**src/rtl/pkt_dispatch.sv**
```systemverilog
// Purpose : generic single-clock FIFO; a pop in the same cycle frees a slot for a push.
// Latency : 1 cycle from push to visible at pop_dat; pop_dat is the current head (show-ahead).
// Backpres: push_rdy low when full and not popping; caller decides what to do with refused data.
// Ports   : clk/nrst, push_vld/push_dat/push_rdy, pop_rdy/pop_dat, empty, full.
module pkt_fifo #(
    parameter int W     = 8,
    parameter int DEPTH = 4
) (
    input  logic         clk,
    input  logic         nrst,
    input  logic         push_vld,
    input  logic [W-1:0] push_dat,
    output logic         push_rdy,
    input  logic         pop_rdy,
    output logic [W-1:0] pop_dat,
    output logic         empty,
    output logic         full
);
    localparam int AW = (DEPTH > 1) ? $clog2(DEPTH) : 1;
    localparam logic [AW:0] FULL_CNT = (AW + 1)'(DEPTH);

    logic [W-1:0] mem_q [DEPTH];
    logic [AW-1:0] wr_q;
    logic [AW-1:0] rd_q;
    // Occupancy kept apart from the pointers so full and empty never alias.
    logic [AW:0] cnt_q;
    logic do_push;
    logic do_pop;

    assign empty    = (cnt_q == '0);
    assign full     = (cnt_q == FULL_CNT);
    assign do_pop   = pop_rdy && !empty;
    assign push_rdy = !full || do_pop;
    assign do_push  = push_vld && push_rdy;
    assign pop_dat  = mem_q[rd_q];

    always_ff @(posedge clk) begin
        if (do_push) begin
            mem_q[wr_q] <= push_dat;
        end
    end

    // DEPTH is a power of two, so pointer increment wraps naturally.
    always_ff @(posedge clk or negedge nrst) begin
        if (!nrst) begin
            wr_q  <= '0;
            rd_q  <= '0;
            cnt_q <= '0;
        end else begin
            if (do_push) wr_q <= wr_q + 1'b1;
            if (do_pop)  rd_q <= rd_q + 1'b1;
            cnt_q <= cnt_q + (AW + 1)'(do_push) - (AW + 1)'(do_pop);
        end
    end
endmodule

// Purpose : buffers received packets, looks up per-type enable mask, pulses consumers and waits for done.
// Latency : newpkt -> en_out 2 cycles when idle and empty; zero-mask packets dispatch every 2 cycles.
// Backpres: none upstream; packets arriving at a full FIFO (with no same-cycle pop) are dropped and counted.
// Ports   : packet in (newpkt/fPktType/destinationID), myNodeID, route config (cfg_*),
//           enable pulses (en_out/iAmDestination/pkt_type_out), done_in, status (busy/fifo_full/drop_cnt/timeout_cnt).
module pkt_dispatch #(
    parameter int                  ID_WIDTH   = 16,
    parameter int                  TYPE_WIDTH = 3,
    parameter int                  NUM_EN     = 4,
    parameter int                  FIFO_DEPTH = 4,
    parameter int                  TIMEOUT    = 255,
    parameter logic [ID_WIDTH-1:0] BCAST_ID   = {ID_WIDTH{1'b1}}
) (
    input  logic                  clk,
    input  logic                  nrst,
    input  logic                  newpkt,
    input  logic [TYPE_WIDTH-1:0] fPktType,
    input  logic [ID_WIDTH-1:0]   destinationID,
    input  logic [ID_WIDTH-1:0]   myNodeID,
    input  logic                  cfg_we,
    input  logic [TYPE_WIDTH-1:0] cfg_type,
    input  logic [NUM_EN-1:0]     cfg_mask,
    output logic [NUM_EN-1:0]     en_out,
    output logic                  iAmDestination,
    output logic [TYPE_WIDTH-1:0] pkt_type_out,
    input  logic [NUM_EN-1:0]     done_in,
    output logic                  busy,
    output logic                  fifo_full,
    output logic [7:0]            drop_cnt,
    output logic [7:0]            timeout_cnt
);
    localparam int NTYPES = 1 << TYPE_WIDTH;
    localparam int TW     = (TIMEOUT > 0) ? $clog2(TIMEOUT + 1) : 1;

    // Default route masks for types 7..0 (bit0=QTU, bit1=MNI, bit2=KCH, bit3=reward).
    localparam logic [7:0][3:0] ROUTE_INIT = {4'b0000, 4'b1001, 4'b1001, 4'b1010,
                                              4'b0001, 4'b1100, 4'b0110, 4'b1010};

    typedef struct packed {
        logic [TYPE_WIDTH-1:0] ptype;
        logic [ID_WIDTH-1:0]   dest;
    } hdr_t;

    typedef enum logic [1:0] {S_IDLE, S_DISPATCH, S_WAIT} state_t;

    // Types beyond the default table start unrouted; narrow NUM_EN truncates the default.
    function automatic logic [NUM_EN-1:0] init_mask(input int t);
        logic [NUM_EN+3:0] w;
        w = '0;
        if (t < 8) w[3:0] = ROUTE_INIT[t[2:0]];
        return w[NUM_EN-1:0];
    endfunction

    hdr_t                  push_dat;
    hdr_t                  head;
    logic                  push_rdy;
    logic                  fifo_empty;
    logic                  pop;
    logic                  drop;
    logic [NUM_EN-1:0]     head_mask;
    logic [NUM_EN-1:0]     pend_nxt;
    logic [NUM_EN-1:0]     disp_left;
    logic [TW-1:0]         timer_nxt;
    logic                  timed_out;

    state_t                state_q;
    logic [NUM_EN-1:0]     route_q [NTYPES];
    logic [NUM_EN-1:0]     en_q;
    logic                  iam_q;
    logic [TYPE_WIDTH-1:0] ptype_q;
    logic [NUM_EN-1:0]     pending_q;
    logic [TW-1:0]         timer_q;
    logic [7:0]            drop_q;
    logic [7:0]            tmo_q;

    assign push_dat = {fPktType, destinationID};
    assign pop      = (state_q == S_IDLE) && !fifo_empty;
    assign drop     = newpkt && !push_rdy;

    pkt_fifo #(
        .W     ($bits(hdr_t)),
        .DEPTH (FIFO_DEPTH)
    ) u_fifo (
        .clk      (clk),
        .nrst     (nrst),
        .push_vld (newpkt),
        .push_dat (push_dat),
        .push_rdy (push_rdy),
        .pop_rdy  (pop),
        .pop_dat  (head),
        .empty    (fifo_empty),
        .full     (fifo_full)
    );

    // The enable pulse is registered on the pop edge, so a table write landing on that
    // same edge is forwarded; a write during the dispatch cycle itself is too late to matter.
    assign head_mask = (cfg_we && (cfg_type == head.ptype)) ? cfg_mask : route_q[head.ptype];

    // Done pulses during the dispatch cycle already count against the fresh mask.
    assign disp_left = en_q & ~done_in;
    assign pend_nxt  = pending_q & ~done_in;
    assign timer_nxt = timer_q + 1'b1;
    assign timed_out = (TIMEOUT != 0) && (timer_nxt == TW'(TIMEOUT));

    always_ff @(posedge clk or negedge nrst) begin
        if (!nrst) begin
            for (int t = 0; t < NTYPES; t++) begin
                route_q[t] <= init_mask(t);
            end
        end else if (cfg_we) begin
            route_q[cfg_type] <= cfg_mask;
        end
    end

    always_ff @(posedge clk or negedge nrst) begin
        if (!nrst) begin
            state_q   <= S_IDLE;
            en_q      <= '0;
            iam_q     <= 1'b0;
            ptype_q   <= '0;
            pending_q <= '0;
            timer_q   <= '0;
            drop_q    <= '0;
            tmo_q     <= '0;
        end else begin
            en_q  <= '0;
            iam_q <= 1'b0;
            if (drop && (drop_q != 8'hFF)) drop_q <= drop_q + 8'd1;

            case (state_q)
                S_IDLE: begin
                    if (pop) begin
                        en_q    <= head_mask;
                        iam_q   <= (head.dest == myNodeID) || (head.dest == BCAST_ID);
                        ptype_q <= head.ptype;
                        state_q <= S_DISPATCH;
                    end
                end
                S_DISPATCH: begin
                    pending_q <= disp_left;
                    timer_q   <= '0;
                    state_q   <= (disp_left == '0) ? S_IDLE : S_WAIT;
                end
                S_WAIT: begin
                    pending_q <= pend_nxt;
                    timer_q   <= timer_nxt;
                    if (pend_nxt == '0) begin
                        state_q <= S_IDLE;
                    end else if (timed_out) begin
                        if (tmo_q != 8'hFF) tmo_q <= tmo_q + 8'd1;
                        pending_q <= '0;
                        state_q   <= S_IDLE;
                    end
                end
                default: state_q <= S_IDLE;
            endcase
        end
    end

    assign en_out         = en_q;
    assign iAmDestination = iam_q;
    assign pkt_type_out   = ptype_q;
    assign busy           = (state_q != S_IDLE);
    assign drop_cnt       = drop_q;
    assign timeout_cnt    = tmo_q;
endmodule

```
**config.mk**
```make
export PLATFORM = sky130hd
export DESIGN_NAME = pkt_dispatch
export DESIGN_NICKNAME = d
export VERILOG_FILES = /design/src/rtl/pkt_dispatch.sv
export SDC_FILE = /design/constraint.sdc
export NUM_CORES = 1
export LEC_CHECK = 0
export CORE_ASPECT_RATIO = 1.1
export CORE_MARGIN = 2
export CORE_UTILIZATION = 30
export DETAILED_ROUTE_END_ITERATION = 8
export SKIP_CTS_REPAIR_TIMING = 1
export SLEW_MARGIN = 20
export SYNTH_ARGS = -nofsm -noshare
export SYNTH_HDL_FRONTEND = slang
export SYNTH_SLANG_ARGS = --single-unit
```
**constraint.sdc**
```tcl
create_clock -name clk -period 2.8 [get_ports clk]
set_input_delay 0.56 -clock clk [delete_from_list [all_inputs] [get_ports clk]]
set_output_delay 0.56 -clock clk [all_outputs]
set_load 0.005 [all_outputs]
```
==> results.cfg <==
[global_routing]
track_usage_pct = 13.2
use_met2_pct = 23.3
grt_use_met3_pct = 2.96
grt_antenna_before_repair = 0
grt.met1_usage_pct = 16.3
grt_overflow = 0
grt-busiest-layer = met2
grt_pass1_vias = 4586
grt_max_degree = 78
grt_pass1_wl_um = 24800

[pwr]
ir_drop_mv = 0.457
p_per_area_nw_per_um2 = 934
p_leak_nw = 3.31

[logic_synthesis]
synth_top_area_share_pct = 32.9
synth.net_count = 556
ys.warnings.count = 0
ys_types = 41
ys.flop_type = edfxtp_1
synth_edf_count = 76
ys_ff_latch = 153
synthTopCellsByArea = edfxtp_1 (33%), dfrtp_1 (23%), mux2_2 (6.2%)
ys_seq_area_share_pct = 60.9
ys_async_sr_fraction_pct = 50.3
syn-cell-area_sq_um = 6940
yosys.area.top_type = edfxtp_1
netlist_instances = 492
syn_area_per_cell_sq_um = 14.1

[routing]
first_pass_iters = 4
drc = 0
wirelength_um = 15500
dr.first_iter.drc_count = 261
ant_nets = 0
vias_per_cell = 4.85
wl_per_cell_um = 17.3
num_vias = 4359

[clock_network]
htree_levels = 4
cts_tree = done
clk_pin_slew_ns = 0.07
cts_buffer_depth = 2
cts_sinks = 153
cts_root_buffer = clkbuf_16
clk-insertion-delay-late_ns = 0.42
cts_buffers = 17

[place]
portBuffers = 75
finalWeightedCongestion = 0.817
dpl.hpwl_um = 10900

[sta]
rsz0062_at_grt = false
setup_viol = 0
final-max-slew-violation-count = 0
relSlewSlack_pct = 34.4
fin_crit_sh_pct = 96.8
timing.fmax_mhz = 369
clock_skew_ns = 0.00863
period_needed_ns = 2.71
setup-tns-final_ns = 0
hold_viol_final = 0
worst_slew_pin_slew_ns = 0.985

[setup_path]
cp.arrival_ns = 3.02
r2r_cells = 6
cp-start-kind = flop
r2r_slack_ns = 0.09
worstReg2RegEnd = timeout_cnt[1]
critPathCaptureType = flop
worstPathRequired_ns = 3.11
critical_path.max_fanout = 8
critPathKind = reg2reg
timing.rr.start = timer_q[1]

[floorplan]
die_w_um = 149
rows = 58
core-area_sq_um = 22800
start_util_pct = 30.4
io_pins = 76
die_y_um = 163
die-area_sq_um = 24400

[final_layout]
num_antenna_cells = 0
layout.cells.most_common = edfxtp_1
final_cell_mix = edfxtp_1 (76), clkdlybuf4s50_1 (74), dfrtp_1 (64)
nets = 649
drive_above_1_share_pct = 19.4
final_util_pct = 38.5
area_delta_synth_final_pct = 26.3

[run]
drv_cap = 0

[outcome]
status = finished, final reports clean

[worst_hold_path]
hold_path.class = in2async
==> layer usage <==
metal | up-vias | wire length, um
li1 | 2031 | -
met1 | 2205 | 6550
met2 | 110 | 8150
met3 | 13 | 657
met4 | 0 | 170
met5 | - | 0
==> worst max-delay path, cell delays in order (launching register included) <==
cell,delay [ns]
dfrtp_1,0.40
ha_1,0.25
nand3_1,0.18
or3_1,0.36
a2111o_1,0.56
a311oi_4,0.46
mux2_2,0.38
==> sequential cells by signal, indices dropped and copies added, names as in the netlist <==
signal	count
drop_cnt	8
en_out	4
iAmDestination	1
pending_q	4
pkt_type_out	3
route_q	32
state_q	2
timeout_cnt	8
timer_q	8
u_fifo.cnt_q	3
u_fifo.mem_q	76
u_fifo.rd_q	2
u_fifo.wr_q	2
==> worst max path at each step <==
stage | start | cells past startpoint | endpoint
floorplan | timer_q[1] | 6 | timeout_cnt[1]
global placement | timer_q[1] | 6 | timeout_cnt[1]
detailed placement | timer_q[1] | 6 | timeout_cnt[1]
CTS | timer_q[1] | 6 | timeout_cnt[1]
global route | timer_q[1] | 7 | timeout_cnt[7]
finish | timer_q[1] | 6 | timeout_cnt[1]
==> cell usage after synthesis (all sizes together), types with 3 or more instances <==
| library cell | n |
|---|---|
| xor2 | 19 |
| ha | 13 |
| nor2 | 4 |
| nor3b | 6 |
| nor2b | 7 |
| nand3 | 15 |
| a22oi | 8 |
| xnor2 | 21 |
| dfrtp | 64 |
| nor4 | 6 |
| o21ai | 18 |
| nand4 | 17 |
| clkbuf | 7 |
| o22ai | 10 |
| mux2 | 38 |
| nand4b | 3 |
| inv | 27 |
| mux4 | 18 |
| nand2 | 23 |
| and3 | 10 |
| nor3 | 5 |
| mux2i | 21 |
| dfstp | 13 |
| and2 | 6 |
| edfxtp | 76 |
| a31oi | 5 |
| a21oi | 10 |
| buf | 8 |
==> power by group <==
| part | internal, W | total [W] | switching [W] |
|---|---|---|---|
| logic | 0.00134 | 0.00275 | 0.00141 |
| registers | 0.00292 | 0.00319 | 0.000276 |
| clock network | 0.00126 | 0.00225 | 0.000990 |
==> logic make-up (layout without fill, tap and decap cells) <==
logic type,count (synthesis),after routing,synth area share [%]
muxes,77,77,15.0
DFF,153,153,60.9
AOI/OAI and AO/OA,57,57,5.25
buffers and inverters,43,149,2.42
and+or+nand+nor,108,108,8.71
adders and majority gates,14,14,2.63
xor gates and xnor gates,40,40,5.05
==> area by class of cell <==
type,instances,area [sq um]
multi-input combinational,296,2540
clock buffer,17,425
inverter,28,105
sequential,153,4230
timing repair buffer,89,928
fill,2180,14000
tap,300,375
clock inverter,15,160
==> metrics by stage <==
step | std cells | hold WS, ns | area, sq um | total power, W | worst slack (ns)
6_report | 898 | 0.261 | 8760 | 0.00819 | 0.0898
3_3_place_gp | 866 | 0.481 | 8180 | 0.00590 | 0.287
4_1_cts | 898 | 0.332 | 8760 | 0.00830 | 0.140
2_1_floorplan | 492 | 0.264 | 6940 | 0.00500 | 0.421
3_5_place_dp | 866 | 0.494 | 8180 | 0.00602 | 0.153
5_1_grt | 898 | 0.375 | 8760 | 0.00869 | 0.0262
(Power assumes the default switching activity.)
